File: src/rtl/block_map_module.sv
`default_nettype none
// ============================================================================
// Module   : block_map_module
// Brief    : Arena block map (one bit per tile) with LFSR fill, clear port,
//            pixel lookup, tile collision query and remaining-block count.
// Revision : 1.0 - initial release
// ============================================================================
module block_map_module #(
    parameter int          MAP_W     = 33,
    parameter int          MAP_H     = 27,
    parameter logic [15:0] LFSR_SEED = 16'hACE1,
    parameter int          DENSITY   = 10
) (
    input  logic       clk,
    input  logic       reset,
    input  logic       regen,
    input  logic [9:0] x_a,
    input  logic [9:0] y_a,
    input  logic [9:0] block_w_addr,
    input  logic       block_we,
    input  logic [5:0] q_x,
    input  logic [5:0] q_y,
    output logic       block_on,
    output logic       pillar_on,
    output logic       q_blocked,
    output logic [9:0] blocks_left,
    output logic       init_done
);

    localparam int         c_TILES      = MAP_W * MAP_H;
    localparam logic [5:0] c_LAST_X     = 6'(MAP_W - 1);
    localparam logic [5:0] c_LAST_Y     = 6'(MAP_H - 1);
    localparam logic [9:0] c_TILES_ADDR = 10'(c_TILES);
    localparam logic [4:0] c_DENSITY    = 5'(DENSITY);

    localparam logic [0:0] c_ST_INIT  = 1'b0;
    localparam logic [0:0] c_ST_READY = 1'b1;

    function automatic logic [9:0] tile_addr(input logic [5:0] tx, input logic [5:0] ty);
        tile_addr = {4'd0, tx} + ({4'd0, ty} << 5) + {4'd0, ty};
    endfunction

    logic [0:0]         r_state;
    logic [0:0]         w_state_nxt;
    logic [5:0]         r_x;
    logic [5:0]         r_y;
    logic [9:0]         r_addr;
    logic [15:0]        r_lfsr;
    logic [9:0]         r_blocks_left;
    logic [c_TILES-1:0] r_map;

    logic       w_init;
    logic       w_spawn;
    logic       w_gen_bit;
    logic       w_fb;
    logic       w_init_last;
    logic       w_clr;
    logic       w_map_we;
    logic [9:0] w_map_waddr;
    logic       w_map_wdata;

    logic [5:0] w_px_tx;
    logic [5:0] w_px_ty;
    logic       w_px_in;
    logic [9:0] w_px_addr;
    logic       w_q_in;
    logic [9:0] w_q_addr;
    logic       w_unused_pix_lsbs;

    assign w_init      = (r_state == c_ST_INIT);
    assign w_spawn     = ((r_y == 6'd0) && (r_x <= 6'd1)) || ((r_x == 6'd0) && (r_y == 6'd1));
    assign w_gen_bit   = ({1'b0, r_lfsr[3:0]} < c_DENSITY) && !(r_x[0] && r_y[0]) && !w_spawn;
    assign w_fb        = r_lfsr[15] ^ r_lfsr[13] ^ r_lfsr[12] ^ r_lfsr[10];
    assign w_init_last = (r_x == c_LAST_X) && (r_y == c_LAST_Y);

    // A clear only counts when the bit is still set, so a held write decrements once.
    assign w_clr = !w_init && block_we && (block_w_addr < c_TILES_ADDR)
                   && r_map[block_w_addr] && (r_blocks_left != 10'd0);

    assign w_map_we    = reset && !regen && (w_init || w_clr);
    assign w_map_waddr = w_init ? r_addr : block_w_addr;
    assign w_map_wdata = w_init ? w_gen_bit : 1'b0;

    always_comb begin
        w_state_nxt = r_state;
        if (regen) begin
            w_state_nxt = c_ST_INIT;
        end else if (w_init && w_init_last) begin
            w_state_nxt = c_ST_READY;
        end
    end

    always_ff @(posedge clk) begin
        if (!reset) begin
            r_state       <= c_ST_INIT;
            r_x           <= 6'd0;
            r_y           <= 6'd0;
            r_addr        <= 10'd0;
            r_lfsr        <= LFSR_SEED;
            r_blocks_left <= 10'd0;
        end else begin
            r_state <= w_state_nxt;
            if (regen) begin
                r_x           <= 6'd0;
                r_y           <= 6'd0;
                r_addr        <= 10'd0;
                r_lfsr        <= LFSR_SEED;
                r_blocks_left <= 10'd0;
            end else if (w_init) begin
                r_lfsr <= {r_lfsr[14:0], w_fb};
                r_addr <= r_addr + 10'd1;
                if (w_gen_bit) begin
                    r_blocks_left <= r_blocks_left + 10'd1;
                end
                if (r_x == c_LAST_X) begin
                    r_x <= 6'd0;
                    r_y <= r_y + 6'd1;
                end else begin
                    r_x <= r_x + 6'd1;
                end
            end else if (w_clr) begin
                r_blocks_left <= r_blocks_left - 10'd1;
            end
        end
    end

    // Every tile is rewritten during INIT, so the map itself needs no reset.
    always_ff @(posedge clk) begin
        if (w_map_we) begin
            r_map[w_map_waddr] <= w_map_wdata;
        end
    end

    assign w_px_tx           = x_a[9:4];
    assign w_px_ty           = y_a[9:4];
    assign w_px_in           = (w_px_tx <= c_LAST_X) && (w_px_ty <= c_LAST_Y);
    assign w_px_addr         = tile_addr(w_px_tx, w_px_ty);
    assign w_q_in            = (q_x <= c_LAST_X) && (q_y <= c_LAST_Y);
    assign w_q_addr          = tile_addr(q_x, q_y);
    assign w_unused_pix_lsbs = ^{x_a[3:0], y_a[3:0]};

    always_ff @(posedge clk) begin
        if (!reset) begin
            block_on  <= 1'b0;
            pillar_on <= 1'b0;
            q_blocked <= 1'b1;
        end else begin
            block_on  <= !w_init && w_px_in && r_map[w_px_addr];
            pillar_on <= w_px_in && w_px_tx[0] && w_px_ty[0];
            q_blocked <= w_init || !w_q_in || (q_x[0] && q_y[0]) || r_map[w_q_addr];
        end
    end

    assign blocks_left = r_blocks_left;
    assign init_done   = (r_state == c_ST_READY);

endmodule
`default_nettype wire
File: config.mk
export PLATFORM = sky130hd
export DESIGN_NAME = block_map_module
export DESIGN_NICKNAME = d
export VERILOG_FILES = /design/src/rtl/block_map_module.sv
export SDC_FILE = /design/constraint.sdc
export NUM_CORES = 2
export LEC_CHECK = 0
export CAP_MARGIN = 20
export CORE_ASPECT_RATIO = 2
export CORE_MARGIN = 4
export CORE_UTILIZATION = 50
export DETAILED_ROUTE_END_ITERATION = 8
export DONT_BUFFER_PORTS = 1
export GPL_ROUTABILITY_DRIVEN = 0
export PLACE_DENSITY = 0.62
export SKIP_CTS_REPAIR_TIMING = 1
export SLEW_MARGIN = 0
export SYNTH_ARGS = -nofsm -noshare
export SYNTH_HDL_FRONTEND = slang
export SYNTH_SLANG_ARGS = --single-unit
File: constraint.sdc
create_clock -name clk -period 63.3 [get_ports clk]
set_input_delay 12.66 -clock clk [delete_from_list [all_inputs] [get_ports clk]]
set_output_delay 12.66 -clock clk [all_outputs]
set_load 0.005 [all_outputs]
# Word-level counts from Yosys, hierarchy flattened
# Cells that the tools add are included.
# word_totals
input_bits	46
reg_bits	943
# classes
eq_ne	4
n_mux	15
n_addsub	9
bitwise_logic	5
magnitude_cmp	12
n_reduce_logical	37
# ops
op	n
891-bit bitwise mux	1
10-bit by 11-bit < comparator with 1-bit output (second input constant)	4
10-bit two-way mux	4
1-bit binary-select mux with 10-bit select	3
1-bit logical AND	21
10-bit by 1-bit adder with 10-bit output (second input constant)	2
10-bit by 6-bit adder with 10-bit output	2
6-bit by 10-bit adder with 10-bit output	2
6-bit by 1-bit adder with 6-bit output (second input constant)	2
6-bit by 5-bit less-or-equal comparator with 1-bit output (second input constant)	2
6-bit less-or-equal comparator (second input constant)	2
6-bit logical NOT	2
1-bit demux with 10-bit select	1
10-bit by 1-bit >= comparator with 1-bit output (second input constant)	1
10-bit < comparator (second input constant)	1
10-bit nonzero test	1
10-bit by 1-bit subtractor with 10-bit output (second input constant)	1
6-bit by 1-bit == test with 1-bit output (second input constant)	1
6-bit by 5-bit == test with 1-bit output (second input constant)	1
6-bit == test (second input constant)	1
6-bit by 1-bit less-or-equal comparator with 1-bit output (second input constant)	1
6-bit two-way mux	1
1-bit logical OR	5
1-bit two-way mux	5
other kinds (8)	15

# Longest topological paths before layout
# logic_depth
depth_word	7
depth_mapped	18
depth_no_buf	13

# Least setup slack after synthesis
# No wires, ideal clock.
# synth_path
path_kind	register -> register
from	reg r_y[3]
to	reg r_map[0], data pin
required_time_ps	57860
arrival_ps	26617
period_less_slack_ps	32057
stages_incl_launch_ff	3
path_slack_ps	31243
path_cell_list	dfxtp_1 nor3_1 a41oi_1
# synth_between
elab_chain_len	7
elab_cells_between_ends	9
classes_between	eq/ne (1); mux (2); reduce/logical (6)
# synth_rtl
element	line	rtl
start: declaration	46	logic [5:0] r_y;
start signal: assignment	117	r_y <= r_y + 6'd1;
6-bit by 1-bit == test with 1-bit output or 6-bit logical NOT (tied branches)	71	assign w_spawn = ((r_y == 6'd0) && (r_x <= 6'd1)) || ((r_x == 6'd0) && (r_y == 6'd1));
1-bit logical AND	71	
1-bit logical OR *	71	
1-bit logical NOT *	72	assign w_gen_bit = ({1'b0, r_lfsr[3:0]} < c_DENSITY) && !(r_x[0] && r_y[0]) && !w_spawn;
1-bit logical AND *	72	
1-bit two-way mux *	82	assign w_map_wdata = w_init ? w_gen_bit : 1'b0;
via w_map_wdata	60	logic w_map_wdata;
891-bit bitwise mux *	130	r_map[w_map_waddr] <= w_map_wdata;
end signal: indexed assignment	130	
end: declaration	50	logic [c_TILES-1:0] r_map;
# Mark *: on every way through the listed nets, which the timed path passes. The rest lies on a longest branch.
# A chain may end at the register's enable or synchronous reset.

# Worst setup path in the final report
# layout_path
from	in x_a[5]
to	reg block_on
# layout_between
elab_chain_len	5
elab_cells_between_ends	8
classes_between	add/sub (2); order compare (1); mux (2); reduce/logical (3)
# layout_rtl
element	line	rtl
start: declaration	17	input logic [9:0] x_a,
6-bit by 10-bit adder with 10-bit output	40	tile_addr = {4'd0, tx} + ({4'd0, ty} << 5) + {4'd0, ty};
10-bit by 6-bit adder with 10-bit output	40	
1-bit binary-select mux with 10-bit select	148	block_on <= !w_init && w_px_in && r_map[w_px_addr];
1-bit two-way mux (not written as such)	148	
1-bit logical AND *	148	
end signal: assignment	148	
end: declaration	23	output logic block_on,
# Mark *: on every way between the ends. The rest lies on a longest branch, timed or not. The select of a mux whose other input is x is not followed.

==> run summary <==
Drc violations - 0
Worst path most repeated cell - buf_4
Crit share post-route - 0.287
Mean area per synthesized cell - 14.3 um2
Clock Tree Root - clkbuf_16
Die Ht - 488 um
CTS buffer count - 90
TritonCTS clock tree - done
Post-synth cell types - 84
Crit. End Element - flop
Layout cells sized above 1 - 0.286
Ys Warns - 0
EDFF count, synth - 891
FF-to-FF path depth - 10
CP max-delay cell - mux2i_1
Multi-input combinational cell area - 27700 um2
Post-DP HPWL - 119000 um
Synth async-reset ratio - 0
Post-synthesis sequential area ratio - 0.483
Max FO, Critical Path - 48
Die X - 248 um
Worst min-delay path class - flop to flop
Power Dens Cells - 26.1 nW/um2
IO Pins - 60
Final Hold Fails - 0
Nets@finish - 3947
Cell Rows - 175
Slew @ Worst Pin - 1.61 ns
Post-layout min period - 18.20 ns
Max Cap Violations - 0
Syn_nets - 4129
Dpl ws - 44.51 ns
Clock buffer depth - 3
Worst hold margin - 0.476 ns
Required time of the worst setup path - 63.89 ns
Clock skew - 0.0491 ns
CP Launch Type - input port
Unrepaired setup endpoints after global routing - false
Core footprint - 114000 um2
DRT iter0 DRCs - 4838
WHS Path Cells - 2
CP cell instances - ha_1 -> ha_4 -> buf_4 -> buf_4 -> buf_4 -> mux4_2 -> mux4_2 -> mux2i_1 -> nand3b_1 -> o21ai_0 -> nor4_1 -> a211o_1 -> o2111a_1
LEAKAGE - 18.6 nW
Register Area - 27800 um2
Vias in the first global route - 39.5k
Failing checks - max-slew violations
Outcome - finished, violations left
Antenna violations before repair - 7
Worst path bufs/invs - 3
Layout fillers - 9403
Initial core utilization - 0.505
Final worst slack - 45.10 ns
Maximum vdd drop - 0.0000213 V
Vias - 39.3k
Cell family with most CP delay - buffers and inverters
Port Buffer Count - 0
Wire length per cell - 37.1 um
CP Class - input port to flop
Clk slew on worst S/H paths - 0.06 ns
Setup violators final - 0
Top_reg_cell synth - edfxtp_1
Congestion Overflow GR - 0
Vias per cell - 7.22
Post-Route WL - 202000 um
Max Slew Vio Count - 84
Router iterations before antenna repair - 5
Mapped Area - 57600 um2
CP arrival - 18.78 ns
Setup_tns - 0 ns
Synthesis-to-layout area growth - 6.93%
CP max stage delay - 0.90 ns
Fmax - 0.0550 GHz
Final ANT Viol Nets - 0
Clk Latency, worst-skew pair - 0.73 ns
Mapped Cells - 4039
First-pass GRT wire length - 282000 um
Slew headroom - -0.0748
Largest net degree at the start of global routing - 266
# H-tree levels - 3
Worst path depth - 13
GRT Util Overall - 0.334
Die area - 121000 um2
CTS sink count - 943
Post-synthesis register bit count - 943
-- report_power, final --
group | leakage, nW | internal, mW | switching, mW | total, mW
sequential | 8.58 | 0.688 | 0.000632 | 0.689
combinational | 8.57 | 0.146 | 0.195 | 0.341
clock | 1.50 | 0.321 | 0.255 | 0.575
-- per-layer routing --
metal	wire length, um	global-route usage	vias up
li1	-	-	15600
met3	20200	0.0753	717
met2	99800	0.553	2462
met4	19300	0.252	2
met1	62500	0.373	20600
met5	13	0	-
-- registers in the layout (all words and copies together) (netlist names) --
signal	cells
block_on	1
blocks_left	10
init_done	1
pillar_on	1
q_blocked	1
r_addr	10
r_lfsr	16
r_map	891
r_x	6
r_y	6
-- cell usage after synthesis (5+ instances only) --
library cell  count  area, um2
a32oi_1           5       43.8
edfxtp_1        891      26800
o211ai_4         17        362
o21a_1            9       67.6
o211ai_1         11       82.6
nand3_1          30        150
buf_1            24       90.1
inv_1            37        139
o31ai_1           7       52.6
ha_1             39        488
dfxtp_1          52       1040
nand2b_1         10       62.6
mux2i_1         151       1510
xor2_1           14        123
a31oi_1          18        113
a22oi_1          59        443
mux2_2           41        462
fa_1              5        100
and3_1           10       62.6
clkbuf_1        170        638
a22o_1           14        123
nor3_1           18       90.1
a211o_1           5       43.8
a21o_1            8       60.1
or3_1             5       31.3
mux4_2          728      16400
and2_1            7       43.8
o22ai_1           6       37.5
o21ai_0          33        165
nand2_1         158        593
nor4_1            9       56.3
buf_6            71        800
a221oi_1         13        114
xnor2_1          20        175
o211ai_2          7       87.6
buf_4            37        278
a21oi_1          74        370
nor2b_1          33        206
a211oi_1         21        158
nor2_1          989       3710
nand4_1          12       75.1
buf_2            91        455
-- cell type report --
cell class | instances | share of cell area
flip-flops and latches | 943 | 0.451
multi-input cells | 2664 | 0.450
clock buffers | 111 | 0.0389
well taps | 1504 | 0.0306
repair buffers | 121 | 0.0156
clock inverters | 55 | 0.0109
inverters | 37 | 0.00226
diodes | 9 | 0.000366
-- worst paths after layout --
path	from	slack [ns]	to
max reg2reg	r_x[0]	57.84	r_map[147]
min reg2reg	r_lfsr[11]	0.48	r_lfsr[11]
min	r_lfsr[11]	0.48	r_lfsr[11]
max	x_a[5]	45.10	block_on
-- stage by stage --
| stage | cells | total power [mW] | area [um2] | util |
|---|---|---|---|---|
| final | 5444 | 1.61 | 61600 | 0.540 |
| after global routing | 5438 | 1.64 | 61600 | 0.540 |
| after CTS | 5433 | 1.61 | 61500 | 0.540 |
| after detailed placement | 5267 | 1.04 | 58500 | 0.513 |
| after global placement | 5265 | 1.04 | 58500 | 0.512 |
| after floorplan | 4039 | 0.964 | 57600 | - |
-- logic make-up (layout without fill, tap and decap cells) --
group,after synthesis,in the layout,share of synthesized area
AO/OA/AOI/OAI,360,360,0.0489
XOR/XNOR,34,34,0.00517
adder cells (fa/ha/maj),44,44,0.0102
buffers and inverters,432,324,0.0422
flip-flops,943,943,0.483
multiplexers,920,920,0.319
other,0,9,0
AND/OR/NAND/NOR,1306,1306,0.0920
-- cells in the final DEF, fill, tap and decap left out, types with 41 or more instances in the layout --
master and count:
a21oi_1 74, a22oi_1 59, buf_4 115, clkbuf_16 92
dfxtp_1 51, edfxtp_1 891, mux2_2 41, mux2i_1 151
mux4_2 728, nand2_1 126, nor2_1 986
-- worst reg2reg max path, delay by kind of cell, from the launching register on --
kind | cells | cell delay (ns)
and+or+nand+nor | 1 | 0.12
DFF | 1 | 0.43
AOI/OAI and AO/OA | 2 | 0.38
adders and majority gates | 1 | 0.19
buffers and inverters | 6 | 3.96
Power figures use the tool's default switching activity.
